===== config.mk =====
export PLATFORM = sky130hd
export DESIGN_NAME = nco_waveform_gen
export DESIGN_NICKNAME = d
export VERILOG_FILES = /design/src/rtl/nco_waveform_gen.sv
export SDC_FILE = /design/constraint.sdc
export NUM_CORES = 1
export LEC_CHECK = 0
export BUFFER_PORTS_ARGS = -buffer_cell sky130_fd_sc_hd__buf_2
export CAP_MARGIN = 30
export CORE_UTILIZATION = 50
export DETAILED_ROUTE_END_ITERATION = 7
export PLACE_DENSITY = 0.73
export SYNTH_ARGS = -nofsm -noshare
export SYNTH_HDL_FRONTEND = slang
export SYNTH_SLANG_ARGS = --single-unit
export TNS_END_PERCENT = 100

===== constraint.sdc =====
create_clock -name clk -period 3.8 [get_ports clk]
set_input_delay 0.38 -clock clk [delete_from_list [all_inputs] [get_ports clk]]
set_output_delay 0.38 -clock clk [all_outputs]
set_load 0.03 [all_outputs]

===== src/rtl/nco_waveform_gen.sv =====
// Phase-to-sample converter: quarter-wave sine ROM, square, triangle, sawtooth.
// Three-stage pipeline into a show-ahead output FIFO with sticky overflow.
module nco_waveform_gen #(
  parameter int CPU_CLOCK_FREQ = 50_000_000,
  parameter int FIFO_DEPTH     = 4
) (
  input  logic        clk,
  input  logic        rst,
  input  logic [23:0] phase,
  input  logic        phase_valid,
  input  logic [1:0]  wave_sel,
  output logic [11:0] sample,
  output logic        sample_valid,
  input  logic        sample_ready,
  output logic        overflow,
  input  logic        overflow_clr
);

  localparam int AW = $clog2(FIFO_DEPTH);
  localparam int CW = AW + 1;

  if (FIFO_DEPTH < 2 || (FIFO_DEPTH & (FIFO_DEPTH - 1)) != 0 ||
      CPU_CLOCK_FREQ <= 0) begin : g_bad_param
    $error("FIFO_DEPTH must be a power of two >= 2");
  end

  function automatic logic [10:0] lut_val(input int i);
    real x;
    x = 2047.0 * $sin(3.141592653589793 / 2.0 *
                      (real'(i) + 0.5) / 256.0);
    return 11'($rtoi(x + 0.5));
  endfunction

  logic [10:0] rom [256];
  for (genvar i = 0; i < 256; i++) begin : g_rom
    localparam logic [10:0] V = lut_val(i);
    assign rom[i] = V;
  end

  logic        unused_lo;
  assign unused_lo = ^phase[11:0];

  logic        v1_q, v2_q, v3_q;
  logic [11:0] p1_q, p2_q;
  logic [1:0]  sel1_q, sel2_q;
  logic [10:0] mag_q;
  logic [11:0] s3_q, s3_d;
  logic [7:0]  a1;
  logic [10:0] u2;

  // odd quadrants run the quarter-wave table backwards
  assign a1 = p1_q[10] ? ~p1_q[9:2] : p1_q[9:2];
  assign u2 = p2_q[11] ? ~p2_q[10:0] : p2_q[10:0];

  always_comb begin
    s3_d = '0;
    unique case (sel2_q)
      2'd0: s3_d = p2_q[11] ? 12'd0 - {1'b0, mag_q}
                            : {1'b0, mag_q};
      2'd1: s3_d = p2_q[11] ? 12'h801 : 12'h7FF;
      2'd2: s3_d = {~u2[10], u2[9:0], 1'b0};
      2'd3: s3_d = {~p2_q[11], p2_q[10:0]};
    endcase
  end

  always_ff @(posedge clk or posedge rst) begin
    if (rst) begin
      v1_q <= 1'b0;
      v2_q <= 1'b0;
      v3_q <= 1'b0;
    end else begin
      v1_q <= phase_valid;
      v2_q <= v1_q;
      v3_q <= v2_q;
    end
  end

  always_ff @(posedge clk) begin
    p1_q   <= phase[23:12];
    sel1_q <= wave_sel;
    p2_q   <= p1_q;
    sel2_q <= sel1_q;
    mag_q  <= rom[a1];
    s3_q   <= s3_d;
  end

  logic [11:0]   mem_q [FIFO_DEPTH];
  logic [AW-1:0] wr_q, wr_d, rd_q, rd_d;
  logic [CW-1:0] cnt_q, cnt_d;
  logic          ovf_q, ovf_d;
  logic          empty, full, pop, push, drop;

  assign empty = (cnt_q == '0);
  assign full  = (cnt_q == CW'(FIFO_DEPTH));
  assign pop   = !empty && sample_ready;
  // a pop frees the slot the incoming sample needs
  assign push  = v3_q && (!full || pop);
  assign drop  = v3_q && full && !pop;

  always_comb begin
    wr_d  = wr_q + AW'(push);
    rd_d  = rd_q + AW'(pop);
    cnt_d = cnt_q + CW'(push) - CW'(pop);
    ovf_d = ovf_q;
    if (overflow_clr) ovf_d = 1'b0;
    if (drop)         ovf_d = 1'b1;
  end

  always_ff @(posedge clk or posedge rst) begin
    if (rst) begin
      wr_q  <= '0;
      rd_q  <= '0;
      cnt_q <= '0;
      ovf_q <= 1'b0;
    end else begin
      wr_q  <= wr_d;
      rd_q  <= rd_d;
      cnt_q <= cnt_d;
      ovf_q <= ovf_d;
    end
  end

  always_ff @(posedge clk) begin
    if (push) mem_q[wr_q] <= s3_q;
  end

  assign sample       = empty ? 12'd0 : mem_q[rd_q];
  assign sample_valid = !empty;
  assign overflow     = ovf_q;

endmodule

Yosys cells after proc, flatten, opt, wreduce, memory -nomap -nowiden
Memories as Yosys holds them, arrays and structs flattened. A register that Yosys moved wholly into a read port is not among the register bits.
Cells that the tools add are included.
Cells by class
  shifts and indexed selects: 0
  equal/unequal tests: 4
  reductions and logical operators: 11
  $mul: 0
  $lt $le $gt $ge: 0
  bitwise logic cells: 5
  $add $sub $neg: 5
  mux-type cells: 10
  divide/modulo/power cells: 0
Operator list (number)
  12-bit case mux with 4 select lines: 1
  12-bit 2-to-1 mux: 3
  1-bit by 11-bit subtractor with 12-bit output, first input constant: 1
  11-bit 2-to-1 mux: 1
  11-bit NOT: 1
  8-bit NOT with 9-bit output: 1
  8-bit 2-to-1 mux: 1
  8-bit NOT: 1
  2-bit by 1-bit adder with 2-bit output: 2
  2-bit == test, second input constant: 2
  1-bit logical AND: 4
  1-bit 2-to-1 mux: 4
  3-bit by 1-bit adder with 3-bit output: 1
  3-bit == test, second input constant: 1
  1-bit zero test: 3
  3-bit zero test: 1
  3-bit by 1-bit subtractor with 3-bit output: 1
  2-bit by 1-bit == test with 1-bit output, second input constant: 1
  2-bit zero test: 1
  1-bit NOT: 2
  2-bit nonzero test: 1
  1-bit logical OR: 1
Storage, ports and cells
  ROM bits: 2816
  output and inout port bits: 14
  memory bits (writable): 48
  bits in latches: 0
  word-level logic and storage cells: 49
  register bits after elaboration: 51
  memories: 2
Memories
  (no name shown): depth 256, width 11, read ports 1, clocked after Yosys merged registers in 1, wr ports 0, line 83  | mag_q <= rom[a1];
  mem_q: depth 4, width 12, read ports 1, clocked after Yosys merged registers in 0, wr ports 1, line 87  | logic [11:0] mem_q [FIFO_DEPTH];

Depth between registers and ports, before layout
Gate-level depths: netlist (run 1).
  word-level depth: 7
  mapped depth: 17

Worst setup path after synthesis (run 1)
OpenSTA, ideal clock, no wires.
  kind: register -> register
  from: register p1_q[10]
  to: register mag_q[1]
  clock period less this slack: 3.499 ns
  cell stages (with the launch flop): 14
  required time: 3.666 ns
  library setup time: 0.134 ns
  slack: 0.301 ns
  arrival time: 3.365 ns
  path buffers: 5
  cells stage by stage: dfxtp_1 buf_4 buf_6 buf_4 xnor2_1 inv_1 ha_1 buf_2 clkbuf_1 xnor2_1 o221ai_1 a211oi_1 nor3_1 or4_1
Between the ends
  cells in the longest elaborated chain, start to end: 2
Ends and longest elaborated chain
  start, declared: line 44  | logic [11:0] p1_q, p2_q;
  start signal, assigned: line 79  | p1_q <= phase[23:12];
  8-bit 2-to-1 mux: line 52  | assign a1 = p1_q[10] ? ~p1_q[9:2] : p1_q[9:2];
  8-bit NOT with 9-bit output (not written as such): line 83
  end, declared: line 46  | logic [10:0] mag_q;
No other way between the ends.
A chain may end at the register's enable or synchronous reset.

Worst setup path in the final report (run 1)
  from: register p1_q[10]
  to: register mag_q[3]
Same word-level chain as after synthesis.

==> impl_metrics.toml, run 1 <==
[status]
status = "completed"

[global_route]
grt_usage_pct = 41.5
grt_pass1_wl_um = 54900
grt_overflow = 0
grt_pass1_vias = 8719
antenna_found_initial = 0
grt_max_degree = 81

[sta]
fin_worst_skew_ns = 0.0117
tightest_slew_ns = 1.02
period_share_pct = 92.4
min_period_ns = 3.51
relSlewSlack_pct = 31.7
hold-worst-slack_ns = 0.00523
max_freq_mhz = 285
hold_violations = 0
fin_setup_tns_ns = 0
slew_viol_final = 0
rsz0062_at_grt = "no"
finalSetupViolCount = 0

[detailed_routing]
vias_per_cell = 7.18
firstDrtPassIters = 8
ant_nets = 0
drt_wl_total_um = 37000
num_vias = 9433
post_drt_wl_per_cell_um = 28.2
drc = 0
drt_iter0_drc = 1364

[floorplan]
rows = 48
die_area_um2 = 18100
io_pins = 45
die_h_um = 134
initial_core_util_pct = 50.9
die_x_um = 134
core-area_um2 = 17200

[synth]
avgSynthCellArea_um2 = 8.10
syn_inst = 1083
synth-seq-area-share_pct = 31.2
synthTopCellsByArea = "edfxtp_1 16%, dfxtp_1 12%, a21oi_1 5.9%"
synth_top_area_share_pct = 16.4
synth-seq-cells = 110
synth_area_um2 = 8770
async_reset_ff_share_pct = 10.0
synthMuxAreaShare_pct = 4.96
synth_top_family_by_area = "compound AO/OA/AOI/OAI gates"
synth_compound_area_share_pct = 30.7
synth_edf_count = 48
ys_warn_count = 0
synth_xor_area_share_pct = 2.78
synthFlopType = "dfxtp_1"
synth_top_area_cell = "edfxtp_1"
synthAdderAreaFrac_pct = 2.94
yosys.area_share.simple_pct = 20.3
ys_types = 77
synth_nets = 1134

[setup_path]
start_kind = "flip-flop"
reg2reg_setup_slack_ns = 0.29
crit_chain = "xnor2_1 -> buf_4 -> ha_1 -> nand2_1 -> nand3_1 -> o21ai_0 -> o221ai_1 -> a21oi_1 -> a222oi_1"
crit_path_end = "mag_q[3]"
critPathMaxFanout = 15
crit_family = "compound AO/OA/AOI/OAI gates"
critical_path_buf_inv_count = 1
cp_num_cells = 9
crit_path_end_kind = "flip-flop"
max_stage_delay_ns = 0.73
cp-startpoint = "p1_q[10]"
reg2reg_depth = 9
r2r_end = "mag_q[3]"
rr_startpoint = "p1_q[10]"
crit_slowest_cell = "ha_1"
cp.arrival_ns = 3.72
critPathRequiredTime_ns = 4.01
path_class = "reg -> reg"

[finish]
area_delta_synth_final_pct = 8.73
final_nets = 1134
final-instance-count-excl-fill = 1313
drive_gt1_share_pct = 14.2
diodes = 0
design_area_um2 = 9540

[min_path]
hp-class = "in -> async"

[clock_tree]
clock_latency_ns = 0.36
numCtsBuffers = 9
cts_max_level = 3
clk_path_buf_depth = 2
path_clk_slew_ns = 0.09
cts_tree = "done"
cts-root-buf = "clkbuf_16"
cts.sinks = 110
cts.repair.resized = 0
post_cts_buffers = 0
cts_hold_buffers = 0

[placement]
port-buffer-count = 32
place_congestion = 1.10
hpwl_um = 26900
dp.cells = 1297
placed_cell_area_um2 = 9220

[power]
p_leak_nw = 3.50
power_density_nw_per_um2 = 473
ir_worst_vdd_uv = 388

[run]
drv_cap = 0
## sequential cells by signal, indices dropped and copies added, names as in the netlist
name,flops
cnt_q,3
mag_q,11
mem_q,48
overflow,1
p1_q,12
p2_q,12
rd_q,2
s3_q,12
sel1_q,2
sel2_q,2
v1_q,1
v2_q,1
v3_q,1
wr_q,2
## layout by cell type, fill, tap and decap left out, types with 6 or more instances in the layout
cell type,instances
a311oi_1,10
edfxtp_1,48
a221o_1,9
o22ai_1,33
or2_2,10
o211ai_1,15
dfrtp_1,11
o2bb2ai_1,6
inv_1,21
nand4_1,7
nor3_1,18
a21oi_1,104
o2111ai_1,8
clkbuf_16,9
o221ai_1,19
nand3_1,29
a31oi_1,19
xor2_1,14
mux2i_1,12
mux4_2,12
ha_1,19
o31ai_1,6
nand2_1,96
xnor2_1,11
and2_1,10
buf_4,69
o21ai_0,90
buf_2,32
a211oi_1,8
nor2_1,68
dfxtp_1,47
nand2b_1,51
nor2b_1,40
o311ai_0,8
## stage by stage
step / util, % / setup WS, ns / power [mW]
floorplan: - / 0.301 / 2.91
global placement: 53.3 / 0.590 / 3.49
detailed placement: 53.5 / 0.574 / 3.52
CTS: 55.3 / 0.552 / 4.49
global route: 55.3 / 0.172 / 4.71
finish: 55.3 / 0.288 / 4.51
## layout make-up
type | count | area, um^2
Inverter | 21 | 78.8
Fill cell | 1597 | 7700
Clock buffer | 9 | 225
Multi-Input combinational cell | 839 | 5420
Clock inverter | 7 | 91.3
Sequential cell | 110 | 2750
Tap cell | 225 | 282
Timing Repair Buffer | 102 | 689
## how the worst min path moves through the flow
stage	from	end	slack, ns	cells after the start
floorplan	rst	cnt_q[0]	0.23	1
global placement	sel1_q[0]	sel2_q[0]	0.31	0
detailed placement	p1_q[11]	p2_q[11]	0.31	0
CTS	rst	cnt_q[1]	0.007	2
global route	rst	cnt_q[1]	0.03	2
finish	rst	cnt_q[1]	0.005	2
## power breakdown
group,internal (mW),switching (mW)
Combinational,0.698,1.17
Sequential,1.47,0.213
Clock,0.478,0.485
## worst reg2reg max path, stage by stage, from the launching register on
cell and delay (ns):
dfxtp_4 0.39, xnor2_1 0.39, buf_4 0.30, ha_1 0.73, nand2_1 0.44, nand3_1 0.18
o21ai_0 0.09, o221ai_1 0.24, a21oi_1 0.14, a222oi_1 0.47
## layer usage
metal	part of all wire (%)	vias up	global-route usage [%]
met5	0	-	0
met1	37	4379	50.4
met2	44	766	64.8
met4	7.6	0	27.7
li1	-	4073	-
met3	12	215	10.7
## cells in the mapped netlist (11+ instances only)
master	n
buf_2	40
nor2_1	68
nor3_1	18
mux2i_1	12
dfrtp_1	11
clkbuf_1	48
xor2_1	14
mux4_2	12
inv_1	21
nand2_1	96
a31oi_1	19
o211ai_1	15
o22ai_1	33
edfxtp_1	48
dfxtp_1	51
nand3_1	29
a21oi_1	104
nor2b_1	40
buf_4	12
nand2b_1	51
o221ai_1	19
xnor2_1	12
o21ai_0	90
ha_1	19
## cells by family (layout without fill, tap and decap cells)
kind of cell,after synthesis,count (layout)
flops,110,110
buf+inv,134,139
simple gates,356,356
mux,28,28
compound gates,408,408
xor+xnor,27,27
fa+ha+maj,20,20
(Power assumes the default switching activity.)
==> inputs of run 2 (changes only) <==
--- a/config.mk
+++ b/config.mk
@@ -7,9 +7,11 @@
 export LEC_CHECK = 0
 export BUFFER_PORTS_ARGS = -buffer_cell sky130_fd_sc_hd__buf_2
 export CAP_MARGIN = 30
-export CORE_UTILIZATION = 50
+export CELL_PAD_IN_SITES_DETAIL_PLACEMENT = 1
+export CELL_PAD_IN_SITES_GLOBAL_PLACEMENT = 1
+export CORE_UTILIZATION = 48
 export DETAILED_ROUTE_END_ITERATION = 7
-export PLACE_DENSITY = 0.73
+export PLACE_DENSITY = 0.88
 export SYNTH_ARGS = -nofsm -noshare
 export SYNTH_HDL_FRONTEND = slang
 export SYNTH_SLANG_ARGS = --single-unit
==> impl_metrics.toml, run 2 (synthesis results as in run 1) <==
[global_route]
grt_usage_pct = 42.7
grt_pass1_wl_um = 58700
antenna_found_initial = 0
grt_overflow = 0
grt_max_degree = 82
grt_pass1_vias = 9330

[placement]
hpwl_um = 28400
port-buffer-count = 32
post-place-ws_ns = 0.544
place_congestion = 1.03

[finish]
drive_gt1_share_pct = 14.0
final_nets = 1131
regArea_um2 = 2750
area_delta_synth_final_pct = 8.81
fin_util_pct = 53.1
largest_reg_flops = 48
mostFrequentLayoutCell = "a21oi_1"
final_cell_mix = "104 x a21oi_1, 96 x nand2_1, 90 x o21ai_0"
fill_cells = 2179
multiInputGateArea_um2 = 5430
regMostFlops = "mem_q"
diodes = 0

[sta]
min_period_ns = 3.50
fin_setup_tns_ns = 0
hold_violations = 0
tightest_slew_ns = 1.04
postLayoutSetupSlackWorst_ns = 0.300
max_freq_mhz = 286
period_share_pct = 92.1
finalSetupViolCount = 0
rsz0062_at_grt = "no"
fin_worst_skew_ns = 0.0101
relSlewSlack_pct = 30.7
slew_viol_final = 0

[floorplan]
core-area_um2 = 18000
io_pins = 45
die_h_um = 137
initial_core_util_pct = 48.8
die_area_um2 = 18800
rows = 49
die_x_um = 137

[detailed_routing]
num_vias = 9621
drc = 0
drt_wl_total_um = 39900
vias_per_cell = 7.32
post_drt_wl_per_cell_um = 30.3
firstDrtPassIters = 5
drt_iter0_drc = 970
ant_nets = 0

[clock_tree]
cts_max_level = 3
clock_latency_ns = 0.35
post_cts_buffers = 0
numCtsBuffers = 9
clk_path_buf_depth = 2
cts.repair.resized = 0
cts-root-buf = "clkbuf_16"
cts.sinks = 110
cts_tree = "done"
cts_hold_buffers = 0
path_clk_slew_ns = 0.08

[setup_path]
critPathMaxFanout = 11
rr_startpoint = "p1_q[10]"
start_kind = "flip-flop"
critPathRequiredTime_ns = 4.01
reg2reg_setup_slack_ns = 0.30
path_class = "reg -> reg"
r2r_end = "mag_q[3]"
cp-startpoint = "p1_q[10]"
crit_path_end_kind = "flip-flop"
crit_path_end = "mag_q[3]"
reg2reg_depth = 11
cp.arrival_ns = 3.71

[power]
power_density_nw_per_um2 = 478
p_leak_nw = 3.50
ir_worst_vdd_uv = 721

[run]
drv_cap = 0

[status]
status = "completed"

[min_path]
hp-class = "in -> async"
-- run 2: critical path, cell delays in order, from the launching register on --
cell and delay, ns:
dfxtp_4 0.37, xnor2_1 0.21, buf_4 0.26, inv_1 0.09, ha_1 0.48, buf_4 0.25, nand2_1 0.11, a2111oi_0 0.67
a21oi_1 0.15, nand4_1 0.13, o21ai_0 0.15, a222oi_1 0.49
-- run 2: final cells by class --
class / count / share of cell area (%)
clock inverters: 6 / 0.406
repair buffers: 99 / 7.46
well taps: 229 / 3.00
multi-input cells: 839 / 56.9
flip-flops and latches: 110 / 28.8
clock buffers: 10 / 2.62
inverters: 21 / 0.826
-- run 2: metal layers --
layer  routed length [um]  global-route usage [%]  up-vias
li1                     -                       -     4064
met1                15000                    52.9     4690
met2                18200                    68.9      672
met3                 3530                    5.37      195
met4                 3130                    29.9        0
met5                    0                       0        -
-- run 2: per-stage QoR --
step	instance area, um^2	hold WS, ns	power [mW]	instances
2_1_floorplan	8770	0.232	2.91	1083
3_3_place_gp	9200	0.311	3.47	1294
3_5_place_dp	9230	0.314	3.59	1297
4_1_cts	9520	0.0183	4.52	1313
5_1_grt	9550	0.0652	4.75	1314
6_report	9550	0.0145	4.56	1314
-- run 2: power breakdown --
group	internal, mW	total (mW)	switching (mW)
clock	0.486	0.916	0.429
combinational	0.710	1.94	1.23
sequential	1.47	1.70	0.231
total	2.67	4.56	1.89
-- run 2: worst min path at each step --
| stage | start | to |
|---|---|---|
| floorplan | rst | cnt_q[0] |
| global placement | p1_q[11] | p2_q[11] |
| detailed placement | p1_q[1] | p2_q[1] |
| CTS | rst | rd_q[0] |
| global route | rst | rd_q[0] |
| finish | rst | rd_q[0] |
==> inputs of run 3 (changes only) <==
--- a/config.mk
+++ b/config.mk
@@ -9,6 +9,7 @@
 export CAP_MARGIN = 30
 export CELL_PAD_IN_SITES_DETAIL_PLACEMENT = 1
 export CELL_PAD_IN_SITES_GLOBAL_PLACEMENT = 1
+export CORE_MARGIN = 4
 export CORE_UTILIZATION = 48
 export DETAILED_ROUTE_END_ITERATION = 7
 export PLACE_DENSITY = 0.88
==> constraint.sdc (replaced) <==
create_clock -name clk -period 3.8 [get_ports clk]
set_input_delay 0.57 -clock clk [delete_from_list [all_inputs] [get_ports clk]]
set_output_delay 0.57 -clock clk [all_outputs]
set_load 0.03 [all_outputs]
==> impl_metrics.toml, run 3 (synthesis results as in run 1) <==
[finish]
design_area_um2 = 9450
diodes = 0
final_nets = 1123
area_delta_synth_final_pct = 7.72
regArea_um2 = 2750
multiInputGateArea_um2 = 5430
final_cell_mix = "104 x a21oi_1, 96 x nand2_1, 90 x o21ai_0"
fill_cells = 2163
largest_reg_flops = 48
drive_gt1_share_pct = 13.3
mostFrequentLayoutCell = "a21oi_1"
regMostFlops = "mem_q"

[clock_tree]
cts-root-buf = "clkbuf_16"
cts_hold_buffers = 0
clk_path_buf_depth = 2
clock_latency_ns = 0.35
cts_tree = "done"
numCtsBuffers = 9
cts_max_level = 3
post_cts_buffers = 0
cts.repair.resized = 0
cts.sinks = 110
path_clk_slew_ns = 0.07

[floorplan]
die_h_um = 143
initial_core_util_pct = 48.8
die_area_um2 = 20500
core-area_um2 = 18000
io_pins = 45
die_x_um = 143
rows = 49

[sta]
tightest_slew_ns = 1.04
finalSetupViolCount = 0
rsz0062_at_grt = "no"
min_period_ns = 3.47
fin_worst_skew_ns = 0.00703
hold_violations = 0
slew_viol_final = 0
max_freq_mhz = 288
period_share_pct = 91.4
relSlewSlack_pct = 30.3
fin_setup_tns_ns = 0

[placement]
placed_cell_area_um2 = 9160
port-buffer-count = 32
place_congestion = 1.09
hpwl_um = 28100

[min_path]
hp-class = "in -> async"

[detailed_routing]
post_drt_wl_per_cell_um = 30.3
drc = 0
firstDrtPassIters = 8
drt_wl_total_um = 39600
drt_iter0_drc = 1328
num_vias = 9551
vias_per_cell = 7.31
ant_nets = 0

[global_route]
grt_pass1_vias = 9590
grt_pass1_wl_um = 58600
grt_overflow = 0
grt_max_degree = 60
antenna_found_initial = 1
grt_usage_pct = 37.8

[run]
drv_cap = 0

[setup_path]
crit_path_end_kind = "flip-flop"
cp.arrival_ns = 3.76
critPathRequiredTime_ns = 4.09
critPathMaxFanout = 14
path_class = "reg -> reg"
start_kind = "flip-flop"

[power]
p_leak_nw = 3.44
ir_worst_vdd_uv = 734
power_density_nw_per_um2 = 481

[status]
status = "completed"
==> run 3: layer usage <==
layer,GRT usage [%],routed length [um],up-vias
met5,0,0,-
met4,25.7,3270,0
met3,7.50,4120,235
met2,60.1,17600,725
met1,46.2,14500,4551
li1,-,-,4040
==> run 3: worst paths after layout <==
path / startpoint / to / slack [ns] / depth (start not counted)
worst max-delay path: p1_q[10] / mag_q[4] / 0.33 / 9
worst min-delay path: rst / rd_q[1] / 0.20 / 2
worst max register to register: p1_q[10] / mag_q[4] / 0.33 / 9
worst min register to register: p1_q[11] / p2_q[11] / 0.34 / 0
max in group asynchronous: rst / v2_q / 3.31 / 2
min in group clk: phase[21] / p1_q[9] / 0.31 / 1
==> run 3: critical path: stages, from the launching register on <==
cell and delay (ns):
dfxtp_4 0.37, xnor2_1 0.21, inv_1 0.10, ha_1 0.71, nand2_1 0.41, o21ai_0 0.29
a22oi_1 0.15, or4_1 0.56, a311oi_1 0.42, a221o_1 0.19
==> run 3: through the flow <==
stage | util [%] | std cells | power [mW] | worst slack (ns) | hold WS (ns)
4_1_cts | 52.6 | 1306 | 4.50 | 0.477 | 0.201
6_report | 52.6 | 1306 | 4.54 | 0.327 | 0.197
2_1_floorplan | - | 1083 | 2.91 | 0.301 | 0.310
3_5_place_dp | 51.0 | 1290 | 3.57 | 0.507 | 0.316
3_3_place_gp | 51.0 | 1289 | 3.46 | 0.493 | 0.311
5_1_grt | 52.6 | 1306 | 4.72 | 0.253 | 0.226
==> run 3: final cells by class <==
class                   instances  area share, %
multi-input cells             839           57.5
flip-flops and latches        110           29.1
repair buffers                 91           6.51
well taps                     229           3.03
clock buffers                  13           2.87
inverters                      21          0.834
clock inverters                 3          0.185
==> run 3: power by group <==
| group | switching, mW | internal (mW) | leakage [nW] |
|---|---|---|---|
| Clock | 0.417 | 0.501 | 0.141 |
| Combinational | 1.22 | 0.693 | 2.30 |
| Sequential | 0.240 | 1.47 | 1.01 |
| Total | 1.87 | 2.67 | 3.44 |
